### config.mk
export PLATFORM = sky130hd
export DESIGN_NAME = cdb_complete_arbiter
export DESIGN_NICKNAME = d
export VERILOG_FILES = /design/src/rtl/cdb_complete_arbiter.sv
export SDC_FILE = /design/constraint.sdc
export NUM_CORES = 1
export LEC_CHECK = 0
export ABC_AREA = 1
export BUFFER_PORTS_ARGS = -buffer_cell sky130_fd_sc_hd__buf_2
export CAP_MARGIN = 25
export CORE_MARGIN = 2
export CORE_UTILIZATION = 40
export CTS_CLUSTER_SIZE = 28
export DETAILED_ROUTE_END_ITERATION = 8
export PLACE_DENSITY = 0.61
export SLEW_MARGIN = 20
export SYNTH_ARGS = -nofsm -noshare
export SYNTH_HDL_FRONTEND = slang
export SYNTH_SLANG_ARGS = --single-unit
export TNS_END_PERCENT = 50
### constraint.sdc
create_clock -name clock -period 11.9 [get_ports clock]
set_input_delay 1.19 -clock clock [delete_from_list [all_inputs] [get_ports clock]]
set_output_delay 1.19 -clock clock [all_outputs]
set_load 0.01 [all_outputs]
### src/rtl/cdb_complete_arbiter.sv
// Complete stage: per-FU result FIFOs drained round-robin onto CDB_WIDTH broadcast lanes.
// Lane outputs are driven only from queue heads, so there is no FU-to-CDB bypass.
module cdb_complete_arbiter #(
  parameter int unsigned N_FU      = 4,
  parameter int unsigned CDB_WIDTH = 2,
  parameter int unsigned Q_DEPTH   = 2,
  parameter int unsigned XLEN      = 32,
  parameter int unsigned PHYS_REGS = 128,
  parameter int unsigned ROB_DEPTH = 64,
  localparam int unsigned PRF_W    = $clog2(PHYS_REGS),
  localparam int unsigned ROB_W    = $clog2(ROB_DEPTH)
) (
  input  logic                                clock,
  input  logic                                reset_n,
  input  logic                                flush_i,
  input  logic [N_FU-1:0]                     fu_valid_i,
  input  logic [N_FU-1:0][XLEN-1:0]           fu_value_i,
  input  logic [N_FU-1:0][PRF_W-1:0]          fu_dest_prf_i,
  input  logic [N_FU-1:0][ROB_W-1:0]          fu_rob_idx_i,
  input  logic [N_FU-1:0]                     fu_exception_i,
  input  logic [N_FU-1:0]                     fu_mispred_i,
  output logic [N_FU-1:0]                     fu_ready_o,
  output logic [CDB_WIDTH-1:0]                cdb_valid_o,
  output logic [CDB_WIDTH-1:0][XLEN-1:0]      cdb_value_o,
  output logic [CDB_WIDTH-1:0][PRF_W-1:0]     cdb_dest_prf_o,
  output logic [CDB_WIDTH-1:0][ROB_W-1:0]     cdb_rob_idx_o,
  output logic [CDB_WIDTH-1:0]                cdb_exception_o,
  output logic [CDB_WIDTH-1:0]                cdb_mispred_o
);

  localparam int unsigned PTR_W = $clog2(Q_DEPTH);
  localparam int unsigned CNT_W = $clog2(Q_DEPTH + 1);
  localparam int unsigned RR_W  = (N_FU > 1) ? $clog2(N_FU) : 1;

  typedef struct packed {
    logic [XLEN-1:0]  value;
    logic [PRF_W-1:0] dest_prf;
    logic [ROB_W-1:0] rob_idx;
    logic             exception;
    logic             mispred;
  } entry_t;

  entry_t           mem_q   [N_FU][Q_DEPTH];
  logic [PTR_W-1:0] head_q  [N_FU];
  logic [PTR_W-1:0] tail_q  [N_FU];
  logic [CNT_W-1:0] count_q [N_FU];
  logic [RR_W-1:0]  rr_q, rr_d;

  entry_t           in_ent [N_FU];
  entry_t           lane   [CDB_WIDTH];
  logic [N_FU-1:0]  ready, push, grant;

  // Ready depends only on stored count; a dequeue this cycle does not reopen a full queue.
  always_comb begin
    for (int unsigned k = 0; k < N_FU; k++) begin
      ready[k]            = reset_n && (count_q[k] < CNT_W'(Q_DEPTH));
      in_ent[k].value     = fu_value_i[k];
      in_ent[k].dest_prf  = fu_dest_prf_i[k];
      in_ent[k].rob_idx   = fu_rob_idx_i[k];
      in_ent[k].exception = fu_exception_i[k];
      in_ent[k].mispred   = fu_mispred_i[k];
    end
  end

  assign fu_ready_o = ready;
  assign push       = fu_valid_i & ready;

  // Scan from rr_q, filling lanes in order with the first non-empty queues.
  always_comb begin
    logic [RR_W:0]   sum;
    logic [RR_W-1:0] idx;
    int unsigned     n;
    sum         = '0;
    idx         = '0;
    n           = 0;
    grant       = '0;
    cdb_valid_o = '0;
    rr_d        = rr_q;
    for (int unsigned l = 0; l < CDB_WIDTH; l++) lane[l] = '0;
    if (reset_n) begin
      for (int unsigned i = 0; i < N_FU; i++) begin
        sum = {1'b0, rr_q} + (RR_W + 1)'(i);
        if (sum >= (RR_W + 1)'(N_FU)) sum = sum - (RR_W + 1)'(N_FU);
        idx = sum[RR_W-1:0];
        if (count_q[idx] != '0 && n < CDB_WIDTH) begin
          grant[idx] = 1'b1;
          for (int unsigned l = 0; l < CDB_WIDTH; l++) begin
            if (n == l) begin
              lane[l]        = mem_q[idx][head_q[idx]];
              cdb_valid_o[l] = 1'b1;
            end
          end
          rr_d = (idx == RR_W'(N_FU - 1)) ? '0 : idx + RR_W'(1);
          n    = n + 1;
        end
      end
    end
  end

  always_comb begin
    for (int unsigned l = 0; l < CDB_WIDTH; l++) begin
      cdb_value_o[l]     = lane[l].value;
      cdb_dest_prf_o[l]  = lane[l].dest_prf;
      cdb_rob_idx_o[l]   = lane[l].rob_idx;
      cdb_exception_o[l] = lane[l].exception;
      cdb_mispred_o[l]   = lane[l].mispred;
    end
  end

  always_ff @(posedge clock) begin
    if (!reset_n || flush_i) begin
      rr_q <= '0;
      for (int unsigned k = 0; k < N_FU; k++) begin
        count_q[k] <= '0;
        head_q[k]  <= '0;
        tail_q[k]  <= '0;
      end
    end else begin
      rr_q <= rr_d;
      for (int unsigned k = 0; k < N_FU; k++) begin
        if (push[k])  tail_q[k] <= tail_q[k] + PTR_W'(1);
        if (grant[k]) head_q[k] <= head_q[k] + PTR_W'(1);
        count_q[k] <= count_q[k] + CNT_W'(push[k]) - CNT_W'(grant[k]);
      end
    end
  end

  // Storage needs no reset: an entry is only read while its queue count covers it.
  always_ff @(posedge clock) begin
    for (int unsigned k = 0; k < N_FU; k++) begin
      if (reset_n && !flush_i && push[k]) mem_q[k][tail_q[k]] <= in_ent[k];
    end
  end

  // Valid into a full queue is dropped; flag it in simulation.
  always @(posedge clock) begin
    for (int unsigned k = 0; k < N_FU; k++) begin
      if (reset_n && !flush_i && fu_valid_i[k]) assert (ready[k]);
    end
  end

endmodule

## After elaboration in Yosys (flattened, before gate mapping)

Memory sizes are Yosys's and may differ from the RTL's.
Cells that the tools add are included.
W data, S select, Z words.

- Register bits after elaboration: 2
- RAM bits: 392
- Input bits: 195
- Output and inout bits: 100
- Word-level logic and storage cells: 255
- Memories: 4

Memory list:

| name | words | width | rd ports | clocked after Yosys merged registers in | write ports | RTL line | RTL |
|---|---|---|---|---|---|---|---|
| mem_q | 4 | 94 | 4 | 0 | 4 | 43 | `entry_t mem_q [N_FU][Q_DEPTH];` |
| count_q | 4 | 2 | 8 | 0 | 4 | 46 | `logic [CNT_W-1:0] count_q [N_FU];` |
| head_q | 4 | 1 | 8 | 0 | 4 | 44 | `logic [PTR_W-1:0] head_q [N_FU];` |
| tail_q | 4 | 1 | 4 | 0 | 4 | 45 | `logic [PTR_W-1:0] tail_q [N_FU];` |

- $add $sub $neg: 29
- Order comparisons: 31
- Eq/ne operators: 7
- Mux-type cells: 127
- Bitwise logic cells: 24
- Reductions and logical operators: 32

Operator list:

| cell | count |
|---|---|
| $mux W47 | 23 |
| $mux W94 | 8 |
| $demux W47 S1 | 4 |
| $mux W32 | 5 |
| $eq A32 B1 Y1 const B | 3 |
| $logic_not A32 Y1 | 3 |
| $lt A32 B2 Y1 const B | 3 |
| $add A32 B1 Y32 const B | 2 |
| $mux W1 | 51 |
| $mux W2 | 24 |
| $mux W4 | 8 |
| $logic_and A1 B1 Y1 | 20 |
| $ge A2 B2 Y1 const B | 8 |
| $not A1 Y2 | 8 |
| $lt A2 B3 Y1 const B | 4 |
| $or A1 B1 Y1 | 12 |
| $or A4 B4 Y4 | 3 |
| $ge A3 B3 Y1 const B | 3 |
| $add A1 B1 Y1 const B | 8 |
| $add A2 B1 Y2 | 4 |
| $add A2 B1 Y2 const B | 4 |
| $demux W1 S2 | 4 |
| $eq A2 B2 Y1 const B | 4 |
| $ge A2 B1 Y1 const B | 4 |
| other kinds (13) | 30 |

## Logic depth before layout (Yosys ltp)

An unclocked memory read counts as a cell.

- Word-level depth: 23
- Mapped depth: 30
- Gate-level depth less buffers: 22

## Worst setup path before layout

No wires, ideal clock.

- Path kind: input -> register
- From: input reset_n
- To: memory tail_q[3] (netlist name) (data pin)
- Setup time: 0.842 ns
- Data arrival time: 5.198 ns
- Data required time: 11.058 ns
- Slack: 5.860 ns
- Cell stages on the path: 5
- Path buffers: 1
- Cell sequence: clkbuf_1 > inv_1 > nor2_1 > nand2_1 > nor3_1

RTL lines:

| item | RTL line | RTL |
|---|---|---|
| start, declared | 14 | `input logic reset_n,` |
| end, declared | 45 |  |

==> summary.txt <==
Setup path
  – Worst setup path start: rr_q[0]
  – Crit Path Category: reg -> out
  – CP max FO: 130
  – WP data required: 10.71 ns
  – Critical Path Start Type: register
  – Critical path data arrival time: 7.09 ns
  – CP endpoint kind: primary output
  – Critical register-to-register path startpoint: rr_q[0]

Drt
  – Post-DRT Antenna Nets: 0
  – Vias per cell: 5.26
  – DR DRC count: 0
  – Final wirelength: 99600 um
  – Via count: 27100
  – First-pass detailed-route iteration total: 6
  – WL/cell: 19.4 um
  – First DRT Iteration DRCs: 2823

STA
  – Slew headroom: 0.266
  – Setup TNS Final: 0 ns
  – Worst Skew: 0.0234 ns
  – Period Utilization, post-route: 0.696
  – Slew @ Worst Pin: 1.10 ns
  – Final WS setup: 3.62 ns
  – RSZ-0062 raised after global routing: false
  – Fmax: 121 MHz
  – Crit path time final: 8.28 ns
  – Final hold vios: 0
  – Final setup fails: 0
  – Final Slew Violations: 0

Run status
  – Status: complete, no violations

Layout
  – Layout Area Growth over Synthesis: 12.2%
  – Final Util: 0.451
  – # fillers: 6926
  – Non-Filler Instances: 5147
  – Finished Cell Area: 0.0308 mm2
  – Layout Nets: 4440
  – Ratio of cells with drive above 1 in the final layout: 0.108

Floorplan
  – Chip height: 266 um
  – Chip width: 266 um
  – Die Area: 0.0708 mm2
  – Core area: 0.0683 mm2
  – Initial Util: 0.402
  – Row Count: 96
  – I/O pin count: 295

Clock tree
  – Reg clk slew, reported paths: 0.06 ns
  – Clk Latency, worst-skew pair: 0.60 ns
  – H-tree depth: 2
  – CTS Hold Bufs: 0
  – Root Buffer: clkbuf_16
  – Post-CTS Setup Inserts: 0
  – Maximum clock insertion buffer count: 3
  – Clock Sinks: 394
  – Num CTS Buffers: 48
  – Post-CTS resize count: 0
  – CTS tree: built

Logic synthesis
  – Seq/Total Area, Yosys: 0.427
  – Syn. warnings: 0
  – Syn Nets: 4335
  – Syn_area_per_cell: 6.67 um2
  – Mapped cell area: 0.0275 mm2
  – Synth unique cells: 34
  – Post-Syn Instances: 4121
  – Register bit total from synthesis: 394

Min path
  – Min-delay src: count_q[3][1]
  – Worst min-delay path category: reg -> reg

GRT
  – Antenna violations before repair: 5
  – Total Routing Usage GR: 0.275
  – Global-route wire length before repair: 147000 um
  – GRT Residual Overflow: 0
  – Vias in the first global route: 23800
  – Pin count of the biggest net entering global routing: 165

Placed design
  – DPL Wire Length: 62900 um
  – GP Congestion: 0.852
  – PortBufs: 294
  – Area post-placement: 0.0292 mm2
  – DP Worst Slack: 4.02 ns
  – Cells after DPL: 5056

Power
  – Power per cell area: 324 mW/mm2
  – VDD IR max: 0.325 mV
  – Lkg Pwr: 0.0148 uW

Job
  – Max Cap Viol: 0
==> logic make-up after synthesis <==
group / after synthesis / synth area share
and+or+nand+nor: 2533 / 0.357
AOI/OAI and AO/OA: 695 / 0.129
buffers and inverters: 476 / 0.0773
DFF: 394 / 0.427
adders and majority gates: 19 / 0.00892
xor gates and xnor gates: 4 / 0.00127
==> final cells by class <==
class / count / area (um2) / share of cell area
multi-input combinational: 3251 / 13800 / 0.447
sequential: 394 / 11700 / 0.381
timing repair buffer: 341 / 1900 / 0.0618
clock buffer: 59 / 1260 / 0.0410
tap: 882 / 1100 / 0.0358
inverter: 190 / 736 / 0.0239
clock inverter: 29 / 310 / 0.0101
antenna: 1 / 2.50 / 0.0000812
==> placed cells by master, fill, tap and decap left out, types with 49 or more instances in the layout <==
| cell type | count |
|---|---|
| nand2_1 | 2170 |
| inv_1 | 182 |
| o21ai_1 | 54 |
| edfxtp_1 | 384 |
| nand3_1 | 85 |
| clkbuf_16 | 49 |
| nor2_1 | 209 |
| a21oi_1 | 89 |
| buf_2 | 293 |
| o21ai_0 | 528 |
==> path summary, 6_finish.rpt <==
kind	to	slack (ns)	cells after the start
max reg2reg	count_q[1][1]	5.49	24
min reg2reg	count_q[3][1]	0.51	2
min	count_q[3][1]	0.51	2
max	cdb_value_o[59]	3.62	20
==> report_power, final <==
group          internal, uW  switching [uW]
sequential             1590            68.5
clock                   883             610
combinational          1920            4930
==> critical path, stage by stage (launching register included) <==
cell and delay (ns):
dfxtp_4 0.78, inv_8 0.38, ha_1 0.43, buf_4 0.43, inv_8 0.35, nand3_1 0.23, nand2_2 0.19, inv_1 0.19
ha_1 0.16, inv_1 0.07, nand3_4 0.17, fa_1 0.21, nand3_1 0.22, inv_2 0.47, buf_12 0.27, nand4_4 0.68
buf_4 0.59, nand2_1 0.14, nand2_1 0.05, nor2_1 0.18, buf_2 0.16
==> metrics by stage <==
step | hold WS (ns) | total power (uW)
after detailed placement | 0.499 | 8410
final | 0.508 | 10000
after floorplan | 0.465 | 6290
after global routing | 0.526 | 10800
after CTS | 0.507 | 9920
after global placement | 0.494 | 8300
==> synthesized netlist by cell type, drive strengths merged <==
library cell | count | share of area
nand2 | 2175 | 0.30
o21ai | 590 | 0.11
edfxtp | 384 | 0.42
nor2 | 214 | 0.030
inv | 190 | 0.026
buf | 182 | 0.037
clkbuf | 104 | 0.014
a21oi | 89 | 0.016
nand3 | 88 | 0.017
or2 | 42 | 0.0096
ha | 18 | 0.0082
dfxtp | 10 | 0.0073
o21a | 10 | 0.0027
nor3 | 7 | 0.0013
nor3b | 4 | 0.0011
o2111ai | 4 | 0.0013
xnor2 | 4 | 0.0013
a31oi | 2 | 0.00046
nand4 | 2 | 0.00068
fa | 1 | 0.00073
nand3b | 1 | 0.00027
==> registers in the layout, indices dropped and copies added (netlist names) <==
signal,cells
count_q,8
head_q,4
tail_q,4
rr_q,2
mem_q,376
==> per-layer routing <==
| metal | up-vias | part of all wire | GRT usage |
|---|---|---|---|
| li1 | 13400 | - | - |
| met1 | 12300 | 0.42 | 0.377 |
| met2 | 1238 | 0.46 | 0.449 |
| met3 | 202 | 0.090 | 0.0364 |
| met4 | 8 | 0.034 | 0.0940 |
| met5 | - | 0.00057 | 0 |
Power figures use the tool's default switching activity.
